===== config.mk =====
export PLATFORM = sky130hd
export DESIGN_NAME = clk_divider_multi
export DESIGN_NICKNAME = d
export VERILOG_FILES = /design/src/rtl/clk_div_pkg.sv /design/src/rtl/clk_div_channel.sv /design/src/rtl/clk_divider_multi.sv
export SDC_FILE = /design/constraint.sdc
export NUM_CORES = 1
export LEC_CHECK = 0
export BUFFER_PORTS_ARGS = -buffer_cell sky130_fd_sc_hd__clkbuf_2
export CAP_MARGIN = 20
export CORE_ASPECT_RATIO = 1.2
export CORE_UTILIZATION = 50
export CTS_BUF_LIST = sky130_fd_sc_hd__clkbuf_16
export DETAILED_ROUTE_END_ITERATION = 8
export GPL_TIMING_DRIVEN = 0
export HOLD_SLACK_MARGIN = 0.05
export PLACE_DENSITY = 0.66
export SETUP_SLACK_MARGIN = 0.4
export SLEW_MARGIN = 20
export SYNTH_ARGS = -nofsm -noshare
export SYNTH_HDL_FRONTEND = slang
export SYNTH_SLANG_ARGS = --single-unit

===== constraint.sdc =====
create_clock -name clk -period 5.7 [get_ports clk]
set_input_delay 1.14 -clock clk [delete_from_list [all_inputs] [get_ports clk]]
set_output_delay 1.14 -clock clk [all_outputs]
set_load 0.005 [all_outputs]

===== src/rtl/clk_div_pkg.sv =====
// Shared constants and divisor clamping for the multi-channel clock divider.
package clk_div_pkg;

    localparam int DIV_MIN     = 2;
    localparam int DEFAULT_DIV = 10_000_000;

    // Divisors below DIV_MIN would never wrap cleanly, so they run as DIV_MIN.
    function automatic logic [31:0] clamp_div(input logic [31:0] div);
        return (div < 32'(DIV_MIN)) ? 32'(DIV_MIN) : div;
    endfunction

endpackage


===== src/rtl/clk_div_channel.sv =====
// One divider channel: period counter, pending-divisor shadow and registered tick/sq.
module clk_div_channel #(
    parameter int DIV_W       = 27,
    parameter int DEFAULT_DIV = 10_000_000
) (
    input  logic             clk,
    input  logic             rst_n,
    input  logic             en,
    input  logic             sync,
    input  logic             wr,
    input  logic [DIV_W-1:0] wr_div,
    output logic             tick,
    output logic             sq,
    output logic             busy
);
    import clk_div_pkg::*;

    localparam logic [DIV_W-1:0] DIV_RST = DIV_W'(clamp_div(32'(DEFAULT_DIV)));

    logic [DIV_W-1:0] cnt;
    logic [DIV_W-1:0] div_q;
    logic [DIV_W-1:0] shadow_q;
    logic             busy_q;
    logic             tick_p1;
    logic             sq_p1;

    logic             wrap;
    logic             sq_next;
    logic [DIV_W-1:0] shadow_eff;

    assign wrap       = (cnt == div_q - DIV_W'(1));
    assign sq_next    = (cnt >= (div_q >> 1));
    assign shadow_eff = DIV_W'(clamp_div(32'(shadow_q)));

    // Shadow is pure data; busy_q decides whether it is ever used.
    always_ff @(posedge clk) begin
        if (wr) begin
            shadow_q <= wr_div;
        end
    end

    // Counter/output stage: a pending divisor only lands at cnt==0.
    always_ff @(posedge clk) begin
        if (!rst_n) begin
            cnt     <= '0;
            div_q   <= DIV_RST;
            busy_q  <= 1'b0;
            tick_p1 <= 1'b0;
            sq_p1   <= 1'b0;
        end else begin
            if (sync || !en) begin
                cnt     <= '0;
                tick_p1 <= 1'b0;
                sq_p1   <= 1'b0;
                if (busy_q) begin
                    div_q  <= shadow_eff;
                    busy_q <= 1'b0;
                end
            end else begin
                tick_p1 <= wrap;
                sq_p1   <= sq_next;
                if (wrap) begin
                    cnt <= '0;
                    if (busy_q) begin
                        div_q  <= shadow_eff;
                        busy_q <= 1'b0;
                    end
                end else begin
                    cnt <= cnt + DIV_W'(1);
                end
            end
            // A write accepted alongside sync/wrap waits for the following wrap.
            if (wr) begin
                busy_q <= 1'b1;
            end
        end
    end

    assign tick = tick_p1;
    assign sq   = sq_p1;
    assign busy = busy_q;

endmodule


===== src/rtl/clk_divider_multi.sv =====
// NUM_CH runtime-programmable clock dividers sharing clk, with a valid/ready divisor port.
module clk_divider_multi #(
    parameter int   NUM_CH      = 4,
    parameter int   DIV_W       = 27,
    parameter int   DEFAULT_DIV = clk_div_pkg::DEFAULT_DIV,
    parameter logic EN_RST      = 1'b1,
    localparam int  CH_W        = (NUM_CH > 1) ? $clog2(NUM_CH) : 1
) (
    input  logic              clk,
    input  logic              rst_n,
    input  logic [NUM_CH-1:0] ch_en,
    input  logic              sync,
    input  logic              cfg_valid,
    output logic              cfg_ready,
    input  logic [CH_W-1:0]   cfg_ch,
    input  logic [DIV_W-1:0]  cfg_div,
    output logic [NUM_CH-1:0] tick,
    output logic [NUM_CH-1:0] sq,
    output logic [NUM_CH-1:0] busy
);
    localparam int CH_SPAN = 1 << CH_W;

    logic                first_q;
    logic [NUM_CH-1:0]   en_eff;
    logic [CH_SPAN-1:0]  ready_vec;

    // The first cycle out of reset runs with the reset enable value.
    always_ff @(posedge clk) begin
        if (!rst_n) begin
            first_q <= 1'b1;
        end else begin
            first_q <= 1'b0;
        end
    end

    assign en_eff    = first_q ? {NUM_CH{EN_RST}} : ch_en;
    assign cfg_ready = ready_vec[cfg_ch];

    genvar i;
    generate
        // Unused channel codes stay ready so writes to them are silently dropped.
        for (i = 0; i < CH_SPAN; i++) begin : g_ready
            if (i < NUM_CH) begin : g_live
                assign ready_vec[i] = !busy[i];
            end else begin : g_void
                assign ready_vec[i] = 1'b1;
            end
        end

        for (i = 0; i < NUM_CH; i++) begin : g_ch
            logic wr;
            assign wr = cfg_valid && cfg_ready && (cfg_ch == CH_W'(i));

            clk_div_channel #(
                .DIV_W       (DIV_W),
                .DEFAULT_DIV (DEFAULT_DIV)
            ) u_ch (
                .clk    (clk),
                .rst_n  (rst_n),
                .en     (en_eff[i]),
                .sync   (sync),
                .wr     (wr),
                .wr_div (cfg_div),
                .tick   (tick[i]),
                .sq     (sq[i]),
                .busy   (busy[i])
            );
        end
    endgenerate

endmodule


==> results.ini, run 1 <==
[outcome]
status=finished clean

[synthesis]
synth-seq-area-share_pct=40.33
async_flop_share_pct=0
ys_ff_latch=337
synth-main-ff-cell=dfxtp_1
synth_area_um2=19410
synthTopCellsByArea=dfxtp_1, edfxtp_1, ha_1
synth_edf_count=108
yosys.area.top_type=dfxtp_1
synth.distinct_cells=83
ys_warn_count=0
synth_top_area_share_pct=23.62
synth_nets=2262
syn_inst=2113
syn_area_per_cell_um2=9.185

[sta]
setup_viol_count_final=0
skew_ns=0.03088
final_max_slew_viol_count=0
finalCriticalPeriod_ns=4.450
period_share_pct=78.08
maxSlewHeadroom_pct=27.89
hold_violations=0
rsz0062_at_grt=no
tns_ns=0
fmax_ghz=0.2247
worst_pin_slew_ns=1.073

[clocking]
clkLatencyLatePin_ns=0.57
clock-sinks=337
ctsResizeCount=0
post_cts_buffers=0
htree_levels=2
root_buffer=clkbuf_16
cts_tree=built
cts.clk_slew.worst_paths_ns=0.06
hold_buffers=0
cts.path.max_buffers=3
cts_buffers=37

[setup_path]
crit_required_ns=6.13
crit_path_start_kind=flip-flop
cp.arrival_ns=4.88
path_class=flip-flop to flip-flop
cp_max_fo=10
worst_setup_path_end_kind=flip-flop

[global_routing]
gr-total-overflow=0
grt_max_degree=16
grt_pass1_wl_um=81460
antenna_found_initial=0
grt_pass1_vias=15346
groute.usage.overall_pct=25.95

[die]
die_w_um=181.9
initial_core_util_pct=50.99
die_area_um2=39610
io_pins=50
rows=78
core_um2=38060
dieHeight_um=217.8

[placement]
portBuffers=48
dp.final_hpwl_um=39170
dpl-instance-area_um2=20370
post-place-cells=2653
gp_congestion=0.9293

[pwr]
power_density_nw_per_um2=244.0
intPower_mw=4.002
p_comb_share_pct=5.9
power.switching_mw=1.257
leakagePower_nw=8.279
p_clk_share_pct=45.4
share_seq_of_total_power_pct=48.7
swShare_pct=23.91
p_total_mw=5.259
vdd_drop_max_v=0.0002046

[layout]
antenna_cells=0
area_growth_pct=11.04
utilization_pct=56.62
design_area_um2=21550
nets=2361
drive_above_1_share_pct=8.393
final_common_cell=dfxtp_1
fin_cells=2720
most-common-layout-cells=dfxtp_1, nor2_1, nand2_1

[job]
drv_cap=0

[detailed_routing]
drt_first_pass_iters=5
drt_iter0_markers=899
vias_per_cell=5.810
drc=0
vias=15804
routedWlPerCell_um=18.75
drt_wl_total_um=51010
final_antenna_net_count=0

[hold_path]
hold_class=flip-flop to flip-flop

## registers in the layout, summed over array words and instances (netlist names)
signal	count
g_ch.u_ch.busy	4
g_ch.u_ch.sq	4
g_ch.u_ch.cnt	108
g_ch.u_ch.div_q	108
g_ch.u_ch.shadow_q	108
g_ch.u_ch.tick	4
first_q	1
## synthesized netlist by cell type, types with 14 or more instances
master and instances:
dfxtp_1 229, nor2_1 194, nand2_1 182, xnor2_1 134
inv_1 126, ha_1 112, edfxtp_1 108, nor3_1 106
xor2_1 100, mux2i_1 87, nand3_1 78, clkbuf_1 65
nor4_1 60, nand4_1 59, o21ai_0 36, and3_1 35
a21o_1 32, a21oi_1 29, o31ai_1 22, o21a_1 21
buf_2 20, or4_1 18, or3_1 16, a31oi_1 15
and4_1 15, a211oi_1 14
## worst max-delay path, cell delays in order (launching register included)
cell,delay (ns)
dfxtp_1,0.37
inv_1,0.13
ha_1,0.16
clkbuf_1,0.29
nor3b_1,0.83
nand4_1,0.45
nor4_1,0.36
o22ai_1,0.11
nor4_1,0.55
nand3_1,0.34
nand2_1,0.37
buf_2,0.29
nor2_1,0.07
## final cells by class
type	count	area (um2)
clock buffer	37	925.9
timing repair buffer	60	327.8
tap	480	600.6
clock inverter	30	257.7
fill	3410	16510
sequential	337	7828
inverter	127	476.7
buffer	106	541.8
multi-input combinational	1543	10590
## per-layer routing
layer  wire, um  track usage (%)  up-vias
li1           -                -     7775
met1      21990            32.09     7592
met2      24830            45.26      336
met3       2115            3.206      101
met4       2068            11.54        0
met5          0                0        -
## cells by family (layout without fill, tap and decap cells)
family                   after synthesis  count (layout)  share of synthesized area (%)
multiplexers                          88              88                          4.603
AND/OR/NAND/NOR                      847             847                          22.25
XOR/XNOR                             234             234                          10.56
flip-flops                           337             337                          40.33
AO/OA/AOI/OAI                        262             262                          9.786
adder cells (fa/ha/maj)              112             112                          7.220
buffers and inverters                233             360                          5.247
## final timing paths
check	slack, ns	to	startpoint	depth (start not counted)
worst max register to register	1.25	g_ch[2].u_ch.cnt[22]$_SDFF_PP0_	g_ch[2].u_ch.div_q[0]$_SDFFE_PN0P_	12
worst min register to register	0.50	g_ch[2].u_ch.div_q[19]$_SDFFE_PN1P_	g_ch[2].u_ch.shadow_q[19]$_DFFE_PP_	2
worst max-delay path	1.25	g_ch[2].u_ch.cnt[22]$_SDFF_PP0_	g_ch[2].u_ch.div_q[0]$_SDFFE_PN0P_	12
worst min-delay path	0.50	g_ch[2].u_ch.div_q[19]$_SDFFE_PN1P_	g_ch[2].u_ch.shadow_q[19]$_DFFE_PP_	2
## power groups by stage
| stage | sequential [mW] | combinational [mW] | clock, mW |
|---|---|---|---|
| final | 2.56 | 0.310 | 2.39 |
| after global placement | 2.62 | 0.295 | 0 |
| after detailed placement | 2.61 | 0.306 | 0 |
| after floorplan | 2.60 | 0.197 | 0 |
| after CTS | 2.56 | 0.309 | 2.43 |
| after global routing | 2.57 | 0.337 | 2.52 |
## through the flow
| step | setup slack (ns) | hold slack (ns) |
|---|---|---|
| after detailed placement | 1.409 | 0.4978 |
| after floorplan | 1.082 | 0.4523 |
| after CTS | 1.339 | 0.5091 |
| final | 1.250 | 0.4992 |
| after global routing | 0.9301 | 0.5469 |
| after global placement | 0.04625 | 0.4929 |
Power figures use the tool's default switching activity.
==> inputs of run 2 (changes only) <==
PLACE_DENSITY = 0.69   (was 0.66)
clock period = 3.57 ns   (was 5.7 ns; I/O delays follow)
==> results.ini, run 2 (synthesized netlist as in run 1, its figures left out) <==
[die]
initial_core_util_pct=50.99
io_pins=50
die_area_um2=39610
dieHeight_um=217.8
die_w_um=181.9
core_um2=38060
rows=78

[clocking]
cts_tree=built
cts.clk_slew.worst_paths_ns=0.06
root_buffer=clkbuf_16
hold_buffers=0
cts_buffers=35
cts.path.max_buffers=3
clock-sinks=337
htree_levels=2
clkLatencyLatePin_ns=0.54

[setup_path]
cp_max_fo=6
crit_required_ns=4.03
path_class=flip-flop to flip-flop
worst_setup_path_end_kind=flip-flop
cp.arrival_ns=3.78
crit_path_start_kind=flip-flop

[pwr]
leakagePower_nw=8.934
intPower_mw=6.368
p_comb_share_pct=7.3
p_clk_share_pct=43.9
power_density_nw_per_um2=359.4
swShare_pct=23.96
share_seq_of_total_power_pct=48.9
power.switching_mw=2.007
vdd_drop_max_v=0.0003149

[detailed_routing]
drt_first_pass_iters=5
drt-met1-wl_um=22820
final_antenna_net_count=0
highest_layer=met4
drc=0
vias_per_cell=5.918
vias=16440
routedWlPerCell_um=19.50
drt_iter0_markers=1138
drt_wl_total_um=54160
wl_met2_um=25940
met3_length_um=3533

[layout]
drive_above_1_share_pct=16.62
largestRegisters=g_ch.u_ch.cnt x108, g_ch.u_ch.div_q x108, g_ch.u_ch.shadow_q x108
most-common-layout-cells=dfxtp_1, nor2_1, nand2_1
antenna_cells=0
design_area_um2=23300
utilization_pct=61.22
final_common_cell=dfxtp_1
nets=2421
area_growth_pct=20.06

[sta]
skew_ns=0.01804
setup_viol_count_final=0
final_max_slew_viol_count=0
tns_ns=0
hold_violations=0
worst_pin_slew_ns=1.036
maxSlewHeadroom_pct=30.22
finalCriticalPeriod_ns=3.322
fmax_ghz=0.3010
rsz0062_at_grt=yes
period_share_pct=93.05

[placement]
portBuffers=48
dp.final_hpwl_um=39500
dpl-instance-area_um2=20360
gp_congestion=0.9332

[hold_path]
hold_class=primary input to flip-flop

[global_routing]
grt_pass1_wl_um=84080
gr-total-overflow=0
grt_max_degree=17
grt_pass1_vias=15981
groute.usage.overall_pct=26.84
antenna_found_initial=0

[outcome]
status=finished clean

[job]
drv_cap=0

[run 2: changes by cell type in the layout (fill, tap and decap cells not counted), sizes merged]
cell,delta
buf,+64
bufinv,-1
clkbuf,-2
clkinv,+8
clkinvlp,-2
inv,-9
[run 2: worst paths after layout]
kind	from	to	slack, ns	cells after the start
worst max-delay path	g_ch[1].u_ch.div_q[2]$_SDFFE_PN0P_	g_ch[1].u_ch.div_q[10]$_SDFFE_PN1P_	0.25	12
worst min-delay path	cfg_div[4]	g_ch[1].u_ch.shadow_q[4]$_DFFE_PP_	0.46	1
worst min register to register	g_ch[1].u_ch.div_q[16]$_SDFFE_PN0P_	g_ch[1].u_ch.div_q[16]$_SDFFE_PN0P_	0.50	2
worst max register to register	g_ch[1].u_ch.div_q[2]$_SDFFE_PN0P_	g_ch[1].u_ch.div_q[10]$_SDFFE_PN1P_	0.25	12
[run 2: power groups by stage]
stage          sequential (mW)  clock (mW)  combinational (mW)
6_report                  4.09        3.67               0.608
5_1_grt                   4.10        3.88               0.654
4_1_cts                   4.09        3.72               0.537
3_5_place_dp              4.18           0               0.491
3_3_place_gp              4.18           0               0.475
2_1_floorplan             4.15           0               0.316
[run 2: critical path, cell delays in order, from the launching register on]
cell and delay, ns:
dfxtp_2 0.32, buf_8 0.12, or4_4 0.49, buf_6 0.14
or4_4 0.47, a21oi_2 0.15, o22ai_2 0.10, a2111oi_4 0.41
o2111ai_4 0.25, a21boi_2 0.25, buf_6 0.20, buf_12 0.14
mux2i_4 0.21
[run 2: metal layers]
layer	vias to the layer above	track usage (%)
met1	7934	34.05
met2	493	45.85
met3	129	4.242
met4	0	10.36
li1	7884	-
met5	-	0
[run 2: area by class of cell]
type / instances / area, um2
multi-input cells: 1543 / 11440
fillers: 3187 / 14760
clock inverters: 26 / 215.2
flip-flops and latches: 337 / 7863
inverters: 127 / 484.2
repair buffers: 122 / 1020
clock buffers: 37 / 925.9
well taps: 480 / 600.6
plain buffers: 106 / 753.2
[run 2: repair_timing]
item / CTS / global route
endpoints found under the setup margin: 222 / 205
gates resized for setup: 141 / 154
cloned: 3 / 8
pin swaps: 24 / 43
setup buffers: 21 / 35
[run 2: through the flow]
stage               setup slack [ns]  power, mW  cells  hold slack (ns)
finish                        0.2479      8.375   2778           0.4574
global route                  0.1744      8.635   2778           0.4498
global placement             -0.7162      4.651   2641           0.4909
CTS                           0.1907      8.350   2735           0.4479
detailed placement           -0.6764      4.667   2648           0.4996
floorplan                     0.4211      4.467   2113           0.4523
